$ cat config.mk
export PLATFORM = sky130hd
export DESIGN_NAME = instr_issue_flat
export DESIGN_NICKNAME = d
export VERILOG_FILES = /design/src/rtl/instr_issue_if.sv /design/src/rtl/instr_issue.sv /design/src/flat_wrapper.sv
export SDC_FILE = /design/constraint.sdc
export NUM_CORES = 1
export LEC_CHECK = 0
export BUFFER_PORTS_ARGS = -buffer_cell sky130_fd_sc_hd__buf_2
export CELL_PAD_IN_SITES_DETAIL_PLACEMENT = 1
export CELL_PAD_IN_SITES_GLOBAL_PLACEMENT = 1
export CORE_MARGIN = 10
export CORE_UTILIZATION = 40
export DETAILED_ROUTE_END_ITERATION = 8
export GPL_ROUTABILITY_DRIVEN = 0
export PLACE_DENSITY_LB_ADDON = 0.25
export SLEW_MARGIN = 5
export SYNTH_ARGS = -nofsm -noshare
export SYNTH_HDL_FRONTEND = slang
export SYNTH_SLANG_ARGS = --single-unit
$ cat constraint.sdc
create_clock -name clk -period 3.1 [get_ports clk]
set_input_delay 0.155 -clock clk [delete_from_list [all_inputs] [get_ports clk]]
set_output_delay 0.155 -clock clk [all_outputs]
set_load 0.05 [all_outputs]
$ cat src/rtl/instr_issue_if.sv
// Instruction issue bus: program-memory fetch port and control-unit issue port.
// master = issue unit, slave = memory / control-unit side.
interface instr_issue_if #(
    parameter int AW = 8
);
    logic          mem_req;
    logic [AW-1:0] mem_addr;
    logic          mem_valid;
    logic [31:0]   mem_rdata;
    logic [31:0]   ir;
    logic          cs;
    logic          ready;

    modport master (
        output mem_req, mem_addr, ir, cs,
        input  mem_valid, mem_rdata, ready
    );

    modport slave (
        input  mem_req, mem_addr, ir, cs,
        output mem_valid, mem_rdata, ready
    );
endinterface

$ cat src/rtl/instr_issue.sv
// Instruction fetch/issue unit with a 2-entry prefetch FIFO and HALT detection.
// Define ISSUE_TIMEOUT_EN to add a sticky 'timeout' output that halts on a stuck ready.
module instr_issue #(
    parameter int AW          = 8,
    parameter int TIMEOUT_CYC = 255
) (
    input  logic          clk,
    input  logic          rst_n,
    input  logic          start,
    input  logic [AW-1:0] start_addr,
    output logic [AW-1:0] pc,
    output logic          busy,
    output logic          halted,
`ifdef ISSUE_TIMEOUT_EN
    output logic          timeout,
`endif
    instr_issue_if.master bus
);

    typedef enum logic [1:0] {
        IDLE = 2'd0,
        RUN  = 2'd1,
        HALT = 2'd2
    } state_t;

    state_t        state_q, state_d;
    logic [AW-1:0] pc_q;
    logic [31:0]   fifo_mem [2];
    logic          rd_ptr, wr_ptr;
    logic [1:0]    count;
    logic          outstanding;
    logic          cs_q;
    logic [31:0]   ir_q;

    logic go, push, pop, head_halt, tmo_hit, flush, fetch_go;

    always_comb begin
        go        = start && (state_q != RUN);
        push      = (state_q == RUN) && outstanding && bus.mem_valid;
        pop       = (state_q == RUN) && cs_q && bus.ready;
        // An unissued head with opcode F stops the unit instead of being issued.
        head_halt = (state_q == RUN) && !cs_q && (count != 2'd0) &&
                    (fifo_mem[rd_ptr][31:28] == 4'hF);
        flush     = head_halt || tmo_hit;
        fetch_go  = (state_q == RUN) && !outstanding && (count != 2'd2) && !flush;

        state_d = state_q;
        case (state_q)
            IDLE:    if (start) state_d = RUN;
            RUN:     if (flush) state_d = HALT;
            HALT:    if (start) state_d = RUN;
            default: state_d = IDLE;
        endcase
    end

    always_ff @(posedge clk or negedge rst_n) begin
        if (!rst_n) state_q <= IDLE;
        else        state_q <= state_d;
    end

    always_ff @(posedge clk or negedge rst_n) begin
        if (!rst_n) begin
            pc_q        <= '0;
            rd_ptr      <= 1'b0;
            wr_ptr      <= 1'b0;
            count       <= 2'd0;
            outstanding <= 1'b0;
            cs_q        <= 1'b0;
            ir_q        <= '0;
        end else if (go) begin
            pc_q        <= start_addr;
            rd_ptr      <= 1'b0;
            wr_ptr      <= 1'b0;
            count       <= 2'd0;
            outstanding <= 1'b0;
            cs_q        <= 1'b0;
        end else if (flush) begin
            rd_ptr      <= 1'b0;
            wr_ptr      <= 1'b0;
            count       <= 2'd0;
            outstanding <= 1'b0;
            cs_q        <= 1'b0;
        end else begin
            if (fetch_go) begin
                pc_q        <= pc_q + 1'b1;
                outstanding <= 1'b1;
            end else if (push) begin
                outstanding <= 1'b0;
            end
            if (push) wr_ptr <= ~wr_ptr;
            if (pop)  rd_ptr <= ~rd_ptr;
            count <= count + {1'b0, push} - {1'b0, pop};
            // Dropping cs on pop guarantees one idle cycle before the next issue.
            if (pop) begin
                cs_q <= 1'b0;
            end else if (!cs_q && (count != 2'd0) && (state_q == RUN)) begin
                cs_q <= 1'b1;
                ir_q <= fifo_mem[rd_ptr];
            end
        end
    end

    always_ff @(posedge clk) begin
        if (push) fifo_mem[wr_ptr] <= bus.mem_rdata;
    end

`ifdef ISSUE_TIMEOUT_EN
    localparam int TW = $clog2(TIMEOUT_CYC + 1);
    logic [TW-1:0] tmo_cnt;
    logic          timeout_q;

    assign tmo_hit = (state_q == RUN) && cs_q && !bus.ready &&
                     (tmo_cnt == TW'(TIMEOUT_CYC - 1));

    always_ff @(posedge clk or negedge rst_n) begin
        if (!rst_n) begin
            tmo_cnt   <= '0;
            timeout_q <= 1'b0;
        end else begin
            if (go)           timeout_q <= 1'b0;
            else if (tmo_hit) timeout_q <= 1'b1;
            if (cs_q && !bus.ready && !tmo_hit) tmo_cnt <= tmo_cnt + 1'b1;
            else                                tmo_cnt <= '0;
        end
    end

    assign timeout = timeout_q;
`else
    assign tmo_hit = 1'b0;
`endif

    assign bus.mem_req  = fetch_go;
    assign bus.mem_addr = pc_q;
    assign bus.cs       = cs_q;
    assign bus.ir       = ir_q;
    assign pc           = pc_q;
    assign busy         = (state_q == RUN);
    assign halted       = (state_q == HALT);

endmodule

$ cat src/flat_wrapper.sv
// flat-port wrapper written by rule: the top's interface ports become plain ports
module instr_issue_flat 
#(
    parameter int AW          = 8,
    parameter int TIMEOUT_CYC = 255
)
  (clk, rst_n, start, start_addr, pc, busy, halted, bus_mem_req, bus_mem_addr, bus_ir, bus_cs, bus_mem_valid, bus_mem_rdata, bus_ready);
  instr_issue_if #(.AW(AW)) bus_i ();
  input  logic clk;
  input  logic rst_n;
  input  logic start;
  input  logic [AW-1:0] start_addr;
  output logic [AW-1:0] pc;
  output logic busy;
  output logic halted;
  output wire logic [$bits(bus_i.mem_req)-1:0] bus_mem_req;
  output wire logic [$bits(bus_i.mem_addr)-1:0] bus_mem_addr;
  output wire logic [$bits(bus_i.ir)-1:0] bus_ir;
  output wire logic [$bits(bus_i.cs)-1:0] bus_cs;
  input wire logic [$bits(bus_i.mem_valid)-1:0] bus_mem_valid;
  input wire logic [$bits(bus_i.mem_rdata)-1:0] bus_mem_rdata;
  input wire logic [$bits(bus_i.ready)-1:0] bus_ready;
  assign bus_mem_req = bus_i.mem_req;
  assign bus_mem_addr = bus_i.mem_addr;
  assign bus_ir = bus_i.ir;
  assign bus_cs = bus_i.cs;
  assign bus_i.mem_valid = bus_mem_valid;
  assign bus_i.mem_rdata = bus_mem_rdata;
  assign bus_i.ready = bus_ready;
  instr_issue #(.AW(AW), .TIMEOUT_CYC(TIMEOUT_CYC)) u_core (.clk(clk), .rst_n(rst_n), .start(start), .start_addr(start_addr), .pc(pc), .busy(busy), .halted(halted), .bus(bus_i));
endmodule
# Word-level counts from Yosys, hierarchy flattened
# Memory sizes are Yosys's and may differ from the RTL's.
# Index checks and enable logic that the tools add are counted.
# W data, S select, Z words.
[word_totals] ram_bits=64 output_inout_bits=52 register_bits=48 mem_count=1 input_bits=45 wordCells=76
[mem_list] memory="u_core.fifo_mem" depth=2 word_bits=32 rd=1 rd_ports_with_merged_regs=0 write_ports=1 line_no="instr_issue.sv:28" source="logic [31:0] fifo_mem [2];"
[classes] bitwise=5 add_sub_neg=3 n_reduce_logical=27 n_eq_ne=8 mux=24
[ops] op="$mux W8" count=3
[ops] op="$mux W1" count=16
[ops] op="$logic_and A1 B1 Y1" count=13
[ops] op="$add A8 B1 Y8 const B" count=1
[ops] op="$mux W2" count=4
[ops] op="$ne A2 B1 Y1 const B" count=4
[ops] op="$reduce_bool A4 Y1" count=2
[ops] op="$reduce_bool A3 Y1" count=2
[ops] op="$not A1 Y1" count=5
[ops] op="$eq A4 B4 Y1 const B" count=1
[ops] op="$pmux W2 S2" count=1
[ops] op="$reduce_and A2 Y1" count=2
[ops] op="$reduce_and A4 Y1" count=1
[ops] op="$reduce_bool A2 Y1" count=2
[ops] op="$logic_not A1 Y1" count=3
[ops] op="$add A2 B1 Y2" count=1
[ops] op="$eq A2 B1 Y1 const B" count=1
[ops] op="$eq A2 B2 Y1 const B" count=1
[ops] op="$logic_not A2 Y1" count=1
[ops] op="$ne A2 B2 Y1 const B" count=1
[ops] op="$reduce_or A2 Y1" count=1
[ops] op="$sub A2 B1 Y2" count=1

# Logic depth before layout (Yosys ltp)
[logic_depth] ltp_word=9 ltp_mapped=9

# Least setup slack after synthesis
# Ideal clock, no wire load.
[synth_timing] path_kind="register to register" start="register u_core.state_q[1]" end="memory u_core.fifo_mem[0][0] (enable)" arrival_ns=2.396 required_ns=2.679 setup_ns=0.421 synth_period_minus_slack_ns=2.817 slack_ns=0.283 path_stages_with_launch=6 cell_sequence="dfrtp_1 > nand2b_1 > buf_6 > inv_2 > nand3_1 > nor2_1"
[synth_between] elab_chain_len=5
[synth_lines] item="from (decl)" line_no="instr_issue.sv:26" source="state_t state_q, state_d;"
[synth_lines] item="from (signal assigned)" line_no="instr_issue.sv:58" source="else state_q <= state_d;"
[synth_lines] item="$eq A2 B1 Y1"
[synth_lines] item="net busy" line_no="flat_wrapper.sv:14" source="output logic busy;"
[synth_lines] item="$logic_and A1 B1 Y1 (2 in a row)" line_no="instr_issue.sv:39" source="push = (state_q == RUN) && outstanding && bus.mem_valid;"
[synth_lines] item="$mux W1" line_no="instr_issue.sv:104" source="if (push) fifo_mem[wr_ptr] <= bus.mem_rdata;"
[synth_lines] item="$mux W1 (implied by the code)" line_no="instr_issue.sv:104"
[synth_lines] item="to (decl)" line_no="instr_issue.sv:28"
# The timed path passes the listed nets, and every way through them passes these cells.

# Worst setup path after layout
[layout_timing] start="register u_core.state_q[1]" end="memory u_core.fifo_mem[1][17] (enable)"
[layout_between] elab_chain_len=5
[layout_lines] item="$eq A2 B1 Y1" line_no="instr_issue.sv:39"
[layout_lines] item="$logic_and A1 B1 Y1 (2 in a row)" line_no="instr_issue.sv:39"
[layout_lines] item="$mux W1" line_no="instr_issue.sv:104"
[layout_lines] item="$mux W1 (implied by the code)" line_no="instr_issue.sv:104"
# No other way between the ends.

==> impl_metrics.yaml <==
status:
  outcome: "finished clean"
cts:
  cts_root_buf: "clkbuf_8"
  cts_tree: "built"
  clockBufferDepth: 2
  clk-insertion-delay-late_ps: 370
  numCtsBuffers: 9
  cts_htree_levels: 3
  cts_sinks: 112
  post_cts.repair.setup_buffers: 0
  clk_pin_slew_worst_paths_ps: 110
yosys:
  synthTopCellsByCount: "edfxtp_1, dfrtp_1, nand2_1, mux2i_1"
  synth_top_family_by_area: "compound AO/OA/AOI/OAI gates"
  synth_xor_area_frac: 0.00997
  synth_compound_area_frac: 0.0849
  syn-num-nets: 363
  synthSimpleGateAreaFrac: 0.0826
  synth_edf_count: 64
  synth_seq_area_share: 0.711
  synth_top_cell_area_share: 0.438
  yosysMostFrequentCell: "edfxtp_1"
  yosys.cell_types.count: 39
  synth_flop_cell: "edfxtp_1"
  synth_fa_ha_area_frac: 0.00570
  synth_area_leaders: "edfxtp_1, dfrtp_1, mux2i_1"
  ys_warn_count: 0
  syn_area_um2: 4390
  avgSynthCellArea_um2: 13.9
  synthArstFlopShare: 0.429
  ys_seq_elements: 112
  synthMuxAreaShare: 0.0707
  synthCells: 316
  synth.largest_area_cell: "edfxtp_1"
global_route:
  grt_pass1_wl_mm: 16.9
  gr-total-overflow: 0
  grt_usage: 0.133
  grt_max_degree: 45
  antenna_found_initial: 0
  grt_pass1_vias: 3236
power:
  vdd_drop_max_v: 0.000495
  cellPowerDensity_nw_per_um2: 1110
  p_leak_nw: 2.34
hold_path:
  hold_path_depth: 3
  hp-class: "in2reg"
  hold_end: "u_core.bus.mem_addr[5]$_DFFE_PN0P_"
  hold_start: "start_addr[5]"
floorplan:
  dieArea_um2: 15600
  die_x_um: 125
  ios: 97
  initial_core_util: 0.407
  die_height_um: 125
  core-area_um2: 10800
  placementRows: 38
finish:
  final_cells: 583
  final_nets: 485
  drive_gt1_frac: 0.289
  num_antenna_cells: 0
  area_growth_pct: 25.0
  fin_area_um2: 5490
route:
  first_iter_violations: 156
  vias: 2843
  drc: 0
  drtPass1Iterations: 4
  wire_per_inst_um: 17.6
  ant_nets: 0
  drt-vias-per-instance: 4.88
  routed_wl_mm: 10.3
timing:
  layout_min_cycle_time_ps: 2230
  setup_violations: 0
  drv_slew: 0
  fin_ws_ps: 871
  rsz0062_at_grt: "false"
  fmax_mhz: 449
  tightest_slew_ps: 824
  maxSlewHeadroom: 0.450
  post-route-period-util: 0.719
  hold_viol: 0
  skew_ps: 13.5
  tns_ps: 0
critical_path:
  r2r_start: "u_core.state_q[1]$_DFFE_PN0P_"
  endpoint_kind: "register"
  timing_worst_setup_path_type: "reg2reg"
  critPathArrivalTime_ps: 2230
  required_ps: 3100
  worst-r2r-setup-slack_ps: 870
  reg2reg_to: "u_core.fifo_mem[1][17]$_DFFE_PP_"
  reg2reg_depth: 5
  crit_path_start_kind: "register"
  crit_path_max_fanout: 32
placement:
  dp.cells: 534
  placed_cell_area_um2: 4970
  dp_hpwl_mm: 7.05
  dpl_worst_slack_ps: 845
  numPortBuffers: 96
flow_run:
  maxCapViolations: 0
==> how the worst max path moves through the flow <==
stage	from	endpoint	slack, ps
floorplan	u_core.state_q[1]$_DFFE_PN0P_	u_core.fifo_mem[0][0]$_DFFE_PP_	280
global placement	u_core.state_q[1]$_DFFE_PN0P_	u_core.fifo_mem[1][22]$_DFFE_PP_	940
detailed placement	u_core.state_q[1]$_DFFE_PN0P_	u_core.fifo_mem[1][22]$_DFFE_PP_	850
CTS	u_core.state_q[1]$_DFFE_PN0P_	u_core.fifo_mem[1][20]$_DFFE_PP_	830
global route	u_core.state_q[1]$_DFFE_PN0P_	u_core.fifo_mem[1][20]$_DFFE_PP_	710
finish	u_core.state_q[1]$_DFFE_PN0P_	u_core.fifo_mem[1][17]$_DFFE_PP_	870
==> kinds of logic after synthesis <==
group | after synthesis
AO/OA/AOI/OAI | 64
XOR/XNOR | 5
adder cells (fa/ha/maj) | 2
buffers and inverters | 26
flip-flops | 112
multiplexers | 31
AND/OR/NAND/NOR | 76
==> flip-flops by register name (all words and copies together), names as in the netlist <==
name,count
u_core.bus.mem_addr,8
u_core.bus.ir,32
u_core.count,2
u_core.bus.cs,1
u_core.outstanding,1
u_core.fifo_mem,64
u_core.rd_ptr,1
u_core.state_q,2
u_core.wr_ptr,1
==> per-stage QoR <==
stage	utilization	total power [W]	hold WS, ps
6_report	0.509	0.00609	98.6
5_1_grt	0.509	0.00649	113
4_1_cts	0.509	0.00618	84.3
3_5_place_dp	0.460	0.00531	181
3_3_place_gp	0.460	0.00522	161
2_1_floorplan	-	0.00462	-141
==> final cells by class <==
cell class	count	area, µm²
fillers	1134	5300
well taps	140	175
repair buffers	133	853
inverters	4	15.0
multi-input cells	178	1130
clock inverters	6	55.1
flip-flops and latches	112	3120
clock buffers	10	138
==> report_power, final <==
| group | internal (W) | leakage [nW] | total, W | switching, W |
|---|---|---|---|---|
| logic | 0.000800 | 1.08 | 0.00291 | 0.00210 |
| registers | 0.00205 | 1.16 | 0.00235 | 0.000299 |
| clock network | 0.000326 | 0.0956 | 0.000834 | 0.000508 |
| total | 0.00318 | 2.34 | 0.00609 | 0.00291 |
==> placed cells by master (no fill, tap or decap), drive strengths merged, types with 2 or more instances in the layout <==
master       Yosys  routed
o31ai            2       2
nor2b            3       3
nand3            9       9
xnor2            2       2
dlygate4sd3      0      33
or3              2       2
o22ai            5       5
nor3             2       2
mux2i           31      31
a2bb2oi          3       3
clkbuf           3      10
and3             4       4
o21ai           36      36
buf             19     100
a21oi           11      11
nand2           41      41
xor2             3       3
dfrtp           48      48
and2             2       2
inv              4       5
a21o             2       2
clkinv           0       4
ha               2       2
nor2            10      10
edfxtp          64      64
==> repair_timing <==
item / in CTS / in global routing
hold buffers: 33 / 0
gates resized for setup: 0 / 0
hold endpoints to repair: 85 / 0
==> per-layer routing <==
layer,wire length (µm),up-vias,part of all wire,global-route usage
met1,4560,1396,0.44,0.161
li1,-,1374,-,-
met2,5160,64,0.50,0.226
met3,416,9,0.041,0.0315
met4,131,0,0.013,0.0452
met5,0,-,0,0
==> worst max-delay path, cell delays in order, from the launching register on <==
cell,delay (ps)
dfrtp_1,390
nand2b_1,290
inv_2,160
nand3_1,190
inv_1,130
and2_2,700
Note: power is estimated with default switching activity, not from simulation.
